===== src/rtl/conv_pkg.sv =====
// Shared types and defaults for the conv_top layer sequencer.
package conv_pkg;

    localparam int DEFAULT_TIMEOUT_CYCLES = 2**24;

    typedef enum logic [2:0] {
        IDLE,
        CHECK,
        BIAS_LD,
        WT_LD,
        LAUNCH,
        RUN,
        ADV,
        FINISH
    } sched_state_t;

endpackage


===== src/rtl/conv_sched_watchdog.sv =====
// Wait-state watchdog: counts enabled cycles since the last clear and flags
// the cycle whose increment would reach the limit.
module conv_sched_watchdog #(
    parameter int WIDTH = 25
) (
    input  logic             clk,
    input  logic             rst,
    input  logic             clr,
    input  logic             en,
    input  logic [WIDTH-1:0] limit,
    output logic             expired
);

    logic [WIDTH-1:0] r_count;

    always_ff @(posedge clk) begin
        if (rst || clr) begin
            r_count <= '0;
        end else if (en) begin
            r_count <= r_count + WIDTH'(1);
        end
    end

    // Asserted on the limit-th waiting cycle so the owner leaves exactly then.
    assign expired = en && (r_count == (limit - WIDTH'(1)));

endmodule


===== src/rtl/conv_layer_sched.sv =====
// Layer-level sequencer for conv_top: bias load, then per output-channel group
// weight load, address programming and a go pulse in step with the pixel DMAs.
module conv_layer_sched
    import conv_pkg::*;
#(
    parameter int WT_DEPTH        = 4096,
    parameter int WT_ADDR_WIDTH   = $clog2(WT_DEPTH),
    parameter int BIAS_GROUP_BITS = 7,
    parameter int TIMEOUT_CYCLES  = DEFAULT_TIMEOUT_CYCLES
) (
    input  logic                       clk,
    input  logic                       rst,
    input  logic                       start,
    input  logic [9:0]                 cfg_ci_groups,
    input  logic [7:0]                 cfg_co_groups,
    output logic                       busy,
    output logic                       done,
    output logic                       error,
    output logic                       bias_wr_addr_rst,
    output logic                       bias_dma_req,
    input  logic                       bias_dma_done,
    output logic                       wt_wr_addr_rst,
    output logic                       wt_dma_req,
    output logic [7:0]                 wt_dma_first_group,
    output logic [7:0]                 wt_dma_num_groups,
    input  logic                       wt_dma_done,
    output logic [BIAS_GROUP_BITS-1:0] ct_output_group,
    output logic [WT_ADDR_WIDTH-1:0]   ct_wt_base_addr,
    output logic                       ct_go,
    input  logic                       ct_done,
    output logic                       in_dma_start,
    output logic                       out_dma_start,
    output logic [7:0]                 out_dma_group,
    input  logic                       out_dma_done
);

    localparam int          WDOG_W   = $clog2(TIMEOUT_CYCLES + 1);
    localparam logic [17:0] LP_DEPTH = 18'(WT_DEPTH);

    sched_state_t             r_state;
    sched_state_t             w_next;
    logic [9:0]               r_ci;
    logic [7:0]               r_co;
    logic                     r_resident;
    logic                     r_error;
    logic [7:0]               r_g;
    logic [WT_ADDR_WIDTH-1:0] r_base_acc;
    logic [WT_ADDR_WIDTH-1:0] r_ct_base;
    logic                     r_wt_issued;
    logic                     r_ct_seen;
    logic                     r_out_seen;

    logic                     w_wt_needed;
    logic                     w_wt_req;
    logic                     w_bias_req;
    logic                     w_launch;
    logic                     w_set_error;
    logic                     w_both_done;
    logic                     w_wd_en;
    logic                     w_wd_clr;
    logic                     w_wd_expired;
    logic [17:0]              w_product;
    logic [WT_ADDR_WIDTH-1:0] w_base_nxt;

    assign w_product  = {10'd0, r_co} * {8'd0, r_ci};
    assign w_base_nxt = r_base_acc + WT_ADDR_WIDTH'(r_ci);
    assign w_wd_en    = (r_state == BIAS_LD) || (r_state == RUN) ||
                        ((r_state == WT_LD) && r_wt_issued);
    assign w_wd_clr   = (w_next != r_state);

    conv_sched_watchdog #(
        .WIDTH (WDOG_W)
    ) u_watchdog (
        .clk     (clk),
        .rst     (rst),
        .clr     (w_wd_clr),
        .en      (w_wd_en),
        .limit   (WDOG_W'(TIMEOUT_CYCLES)),
        .expired (w_wd_expired)
    );

    always_ff @(posedge clk) begin
        if (rst) begin
            r_state <= IDLE;
        end else begin
            r_state <= w_next;
        end
    end

    // Done inputs take priority over a watchdog expiry in the same cycle.
    always_comb begin
        w_next      = r_state;
        w_wt_needed = !r_resident || (r_g == 8'd0);
        w_wt_req    = 1'b0;
        w_bias_req  = 1'b0;
        w_launch    = 1'b0;
        w_set_error = 1'b0;
        w_both_done = (r_ct_seen || ct_done) && (r_out_seen || out_dma_done);
        case (r_state)
            IDLE: begin
                if (start) w_next = CHECK;
            end
            CHECK: begin
                if ((r_ci == 10'd0) || (r_co == 8'd0)) begin
                    w_set_error = 1'b1;
                    w_next      = FINISH;
                end else begin
                    w_bias_req = 1'b1;
                    w_next     = BIAS_LD;
                end
            end
            BIAS_LD: begin
                if (bias_dma_done) begin
                    w_next = WT_LD;
                end else if (w_wd_expired) begin
                    w_set_error = 1'b1;
                    w_next      = FINISH;
                end
            end
            WT_LD: begin
                if (!w_wt_needed) begin
                    w_next = LAUNCH;
                end else if (!r_wt_issued) begin
                    w_wt_req = 1'b1;
                end else if (wt_dma_done) begin
                    w_next = LAUNCH;
                end else if (w_wd_expired) begin
                    w_set_error = 1'b1;
                    w_next      = FINISH;
                end
            end
            LAUNCH: begin
                w_launch = 1'b1;
                w_next   = RUN;
            end
            RUN: begin
                if (w_both_done) begin
                    w_next = ADV;
                end else if (w_wd_expired) begin
                    w_set_error = 1'b1;
                    w_next      = FINISH;
                end
            end
            ADV: begin
                w_next = (r_g == (r_co - 8'd1)) ? FINISH : WT_LD;
            end
            FINISH: begin
                w_next = IDLE;
            end
            default: begin
                w_next = IDLE;
            end
        endcase
    end

    // Group index and base address move only in CHECK/ADV, so conv_top sees
    // them settled through WT_LD before the go pulse and held through RUN.
    always_ff @(posedge clk) begin
        if (rst) begin
            r_ci        <= '0;
            r_co        <= '0;
            r_resident  <= 1'b0;
            r_error     <= 1'b0;
            r_g         <= '0;
            r_base_acc  <= '0;
            r_ct_base   <= '0;
            r_wt_issued <= 1'b0;
            r_ct_seen   <= 1'b0;
            r_out_seen  <= 1'b0;
        end else begin
            if ((r_state == IDLE) && start) begin
                r_ci    <= cfg_ci_groups;
                r_co    <= cfg_co_groups;
                r_error <= 1'b0;
            end
            if (w_set_error) r_error <= 1'b1;
            if (r_state == CHECK) begin
                r_resident <= (w_product <= LP_DEPTH);
                r_g        <= '0;
                r_base_acc <= '0;
                r_ct_base  <= '0;
            end
            if ((r_state == ADV) && (w_next == WT_LD)) begin
                r_g        <= r_g + 8'd1;
                r_base_acc <= w_base_nxt;
                r_ct_base  <= r_resident ? w_base_nxt : '0;
            end
            r_wt_issued <= (r_state == WT_LD) && (w_next == WT_LD) && (r_wt_issued || w_wt_req);
            r_ct_seen   <= (r_state == RUN) && (w_next == RUN) && (r_ct_seen || ct_done);
            r_out_seen  <= (r_state == RUN) && (w_next == RUN) && (r_out_seen || out_dma_done);
        end
    end

    assign busy               = (r_state != IDLE) && (r_state != FINISH);
    assign done               = (r_state == FINISH);
    assign error              = r_error;
    assign bias_wr_addr_rst   = w_bias_req;
    assign bias_dma_req       = w_bias_req;
    assign wt_wr_addr_rst     = w_wt_req;
    assign wt_dma_req         = w_wt_req;
    assign wt_dma_first_group = w_wt_req ? r_g : 8'd0;
    assign wt_dma_num_groups  = w_wt_req ? (r_resident ? r_co : 8'd1) : 8'd0;
    assign ct_output_group    = r_g[BIAS_GROUP_BITS-1:0];
    assign ct_wt_base_addr    = r_ct_base;
    assign ct_go              = w_launch;
    assign in_dma_start       = w_launch;
    assign out_dma_start      = w_launch;
    assign out_dma_group      = r_g;

endmodule

===== config.mk =====
export PLATFORM = sky130hd
export DESIGN_NAME = conv_layer_sched
export DESIGN_NICKNAME = d
export VERILOG_FILES = /design/src/rtl/conv_pkg.sv /design/src/rtl/conv_sched_watchdog.sv /design/src/rtl/conv_layer_sched.sv
export SDC_FILE = /design/constraint.sdc
export NUM_CORES = 1
export LEC_CHECK = 0
export ABC_CLOCK_PERIOD_IN_PS = 13090
export CAP_MARGIN = 5
export CORE_UTILIZATION = 44
export DETAILED_ROUTE_END_ITERATION = 10
export PLACE_DENSITY = 0.71
export SLEW_MARGIN = 20
export SYNTH_ARGS = -nofsm -noshare
export SYNTH_HDL_FRONTEND = slang
export SYNTH_SLANG_ARGS = --single-unit

===== constraint.sdc =====
create_clock -name clk -period 13.09 [get_ports clk]
set_clock_uncertainty 0.1 [all_clocks]
set_input_delay 2.618 -clock clk [delete_from_list [all_inputs] [get_ports clk]]
set_output_delay 2.618 -clock clk [all_outputs]
set_load 0.01 [all_outputs]

==> flow_metrics.tcl <==
set metrics [dict create \
    ys_seq_area_share_pct 23.49 \
    pwr-share-seq_pct 37.4 \
    num_antenna_cells 0 \
    avgViaCountPerCell 5.383 \
    critical-path-top-delay-family "simple AND/OR/NAND/NOR gates" \
    syn_area_per_cell_um2 8.121 \
    drv_cap 0 \
    ys_warn_count 0 \
    gr-total-overflow 0 \
    fmax_mhz 165.9 \
    path_cells "inv_1 -> ha_1 -> or4b_4 -> o41ai_4 -> nand2_1 -> nor2_1 -> and3_1 -> clkdlybuf4s50_1" \
    dpl.hpwl_um 11900 \
    antenna_left 0 \
    start_util_pct 45.85 \
    path_class "reg -> out" \
    synthArstFlopShare_pct 0 \
    leakagePower_nw 3.286 \
    drt-total-wl_um 16570 \
    fin_crit_ns 6.027 \
    cts_tree "yes" \
    worstMarginPinSlew_ns 1.012 \
    path_clk_slew_ns 0.07 \
    fin_tns_setup_ns 0 \
    nFillCells 1508 \
    drc_errors 0 \
    grt_pass1_wl_um 27830 \
    hold_class "reg -> reg" \
    antenna_found_initial 0 \
    period_share_pct 46.04 \
    cts_resized 0 \
    p_sw_share_pct 42.51 \
    hold_violations 0 \
    cp-start-kind "flop" \
    crit_buf_inv 2 \
    design.core.area_um2 15430 \
    status "completed" \
    root_buffer "clkbuf_16" \
    p_int_uw 547.7 \
    slowest_delay_ns 0.53 \
    slowest_stage "clkdlybuf4s50_1" \
    cts-buffers-inserted 9 \
    dp_cells 1097 \
    clockPowerShare_pct 27.2 \
    synthDistinctLibCells 66 \
    cp.arrival_ns 3.31 \
    grt_usage_pct 21.18 \
    grt_pass1_vias 5669 \
    grt_max_degree 60 \
    syn_nets 998 \
    drive_gt1_share_pct 3.769 \
    fin_util_pct 52.45 \
    dr_total_vias 5991 \
    regArea_um2 1662 \
    drtIter0Drc 353 \
    hold_buffers 0 \
    ioPinCount 78 \
    post_cts_buffers 0 \
    h-tree-depth 3 \
    ys_ff_latch 83 \
    place.gp.congestion 0.8263 \
    routedWlPerCell_um 14.88 \
    die_width_um 128.8 \
    whs_ns 0.3681 \
    crit_required_ns 10.37 \
    row_count 45 \
    multi_input_area_um2 4806 \
    layout.nets 1024 \
    powerDensity_nw_per_um2 117.7 \
    final_cell_mix "nand2_1 (118), dfxtp_1 (83), clkdlybuf4s50_1 (76)" \
    final_common_cell "nand2_1" \
    grt_setup_unrepaired "false" \
    relSlewSlack_pct 32.34 \
    drv_slew 0 \
    clock_latency_ns 0.35 \
    portBuffers 77 \
    dr.pass1.iters 6 \
    fin_cells 1113 \
    pwr-share-comb_pct 35.4 \
    cts_sinks 83 \
    path_max_fanout 15 \
    power_switching_uw 404.9 \
    setup_viol 0 \
    cp-end-kind "output port" \
    die_y_um 128.8 \
    die-area_um2 16590 \
    syn_area_um2 7073 \
    synth-main-ff-cell "dfxtp_1" \
    syn-instance-count 871 \
    cts_max_path_buffers 2 \
    synth-edff-count 0 \
    area_delta_synth_final_pct 14.40 \
    ir_worst_vdd_uv 76.24 \
]
-- per-stage QoR --
stage	power, mW	instance area [µm²]	worst slack [ns]
after CTS	0.9589	8092	7.058
after detailed placement	0.6970	7794	7.459
final	0.9527	8092	7.063
after global routing	1.017	8092	6.799
after global placement	0.6939	7794	7.567
after floorplan	0.5931	7073	8.036
-- worst register-to-register path, cell delays in order (launching register included) --
cell       delay (ns)
dfxtp_1          0.78
nand2_1          0.17
fa_1             0.56
fa_1             0.44
fa_1             0.53
fa_1             0.54
inv_1            0.04
ha_1             0.36
o21a_1           0.22
o2111ai_1        0.27
o21a_1           0.21
xnor2_1          0.07
or4_1            0.39
or4_1            0.52
o22ai_1          0.10
-- final timing paths --
kind	slack [ns]	cells after the start	end	startpoint
worst max register to register	7.71	14	r_resident$_SDFFE_PP0P_	r_co[3]$_SDFFE_PP0P_
worst min-delay path	0.37	2	u_watchdog.r_count[24]$_SDFFE_PP0P_	u_watchdog.r_count[24]$_SDFFE_PP0P_
worst min register to register	0.37	2	u_watchdog.r_count[24]$_SDFFE_PP0P_	u_watchdog.r_count[24]$_SDFFE_PP0P_
worst max-delay path	7.06	8	wt_dma_num_groups[6]	out_dma_group[0]$_SDFFE_PP0P_
-- logic make-up (layout without fill, tap and decap cells) --
logic type	count (synthesis)	in the layout	share of synthesized area, %
and+or+nand+nor	350	350	24.69
AOI/OAI and AO/OA	143	143	13.07
buffers and inverters	138	169	8.650
adders and majority gates	102	102	23.24
DFF	83	83	23.49
xor gates and xnor gates	53	53	6.563
muxes	2	2	0.2830
-- registers in the layout, summed over array words and instances, names as in the netlist --
register / count
r_ct_seen: 1
u_watchdog.r_count: 25
ct_wt_base_addr: 12
out_dma_group: 8
r_out_seen: 1
r_base_acc: 12
r_resident: 1
r_co: 8
r_wt_issued: 1
r_ci: 10
r_state: 3
error: 1
-- per-layer routing --
layer / global-route usage (%) / wire length, µm / up-vias
met4: 6.228 / 208 / 0
met1: 27.73 / 7782 / 2877
met5: 0 / 0 / -
met3: 2.952 / 681 / 15
li1: - / - / 2954
met2: 36.28 / 7895 / 145
-- synthesized netlist by cell type, types with 4 or more instances --
cell | number | area, µm²
nand4_1 | 5 | 31.28
nor3_1 | 10 | 50.05
ha_1 | 53 | 663.1
a21oi_1 | 64 | 320.3
clkbuf_1 | 35 | 131.4
a31oi_1 | 5 | 31.28
xnor2_1 | 28 | 245.2
or2_2 | 4 | 25.02
and3_1 | 16 | 100.1
xor2_1 | 25 | 219.0
buf_4 | 15 | 112.6
nand3_1 | 51 | 255.2
nor2b_1 | 4 | 25.02
nor2_1 | 57 | 214.0
buf_6 | 4 | 45.04
a21o_1 | 10 | 75.07
buf_1 | 5 | 18.77
dfxtp_1 | 83 | 1662
fa_1 | 49 | 980.9
and4_1 | 5 | 43.79
a211oi_1 | 5 | 37.54
nand2_1 | 118 | 442.9
nand2b_1 | 6 | 37.54
and2_1 | 47 | 294.0
buf_2 | 6 | 30.03
or4_1 | 6 | 45.04
nand4b_1 | 5 | 43.79
inv_1 | 73 | 274.0
o21ai_0 | 19 | 95.09
-- layout make-up --
cell class                      instances  share of cell area, %
Multi-Input combinational cell        650                  59.39
Sequential cell                        83                  20.53
Timing Repair Buffer                   80                  9.742
Inverter                               73                  3.386
Tap cell                              211                  3.263
Clock buffer                            9                  2.783
Clock inverter                          7                 0.8969
-- power by group through the flow --
stage	logic, mW	registers, mW	clock network [mW]
finish	0.338	0.356	0.259
global route	0.380	0.363	0.274
CTS	0.339	0.354	0.265
detailed placement	0.337	0.360	0
global placement	0.334	0.360	0
floorplan	0.301	0.292	0
Note: power is estimated with default switching activity, not from simulation.
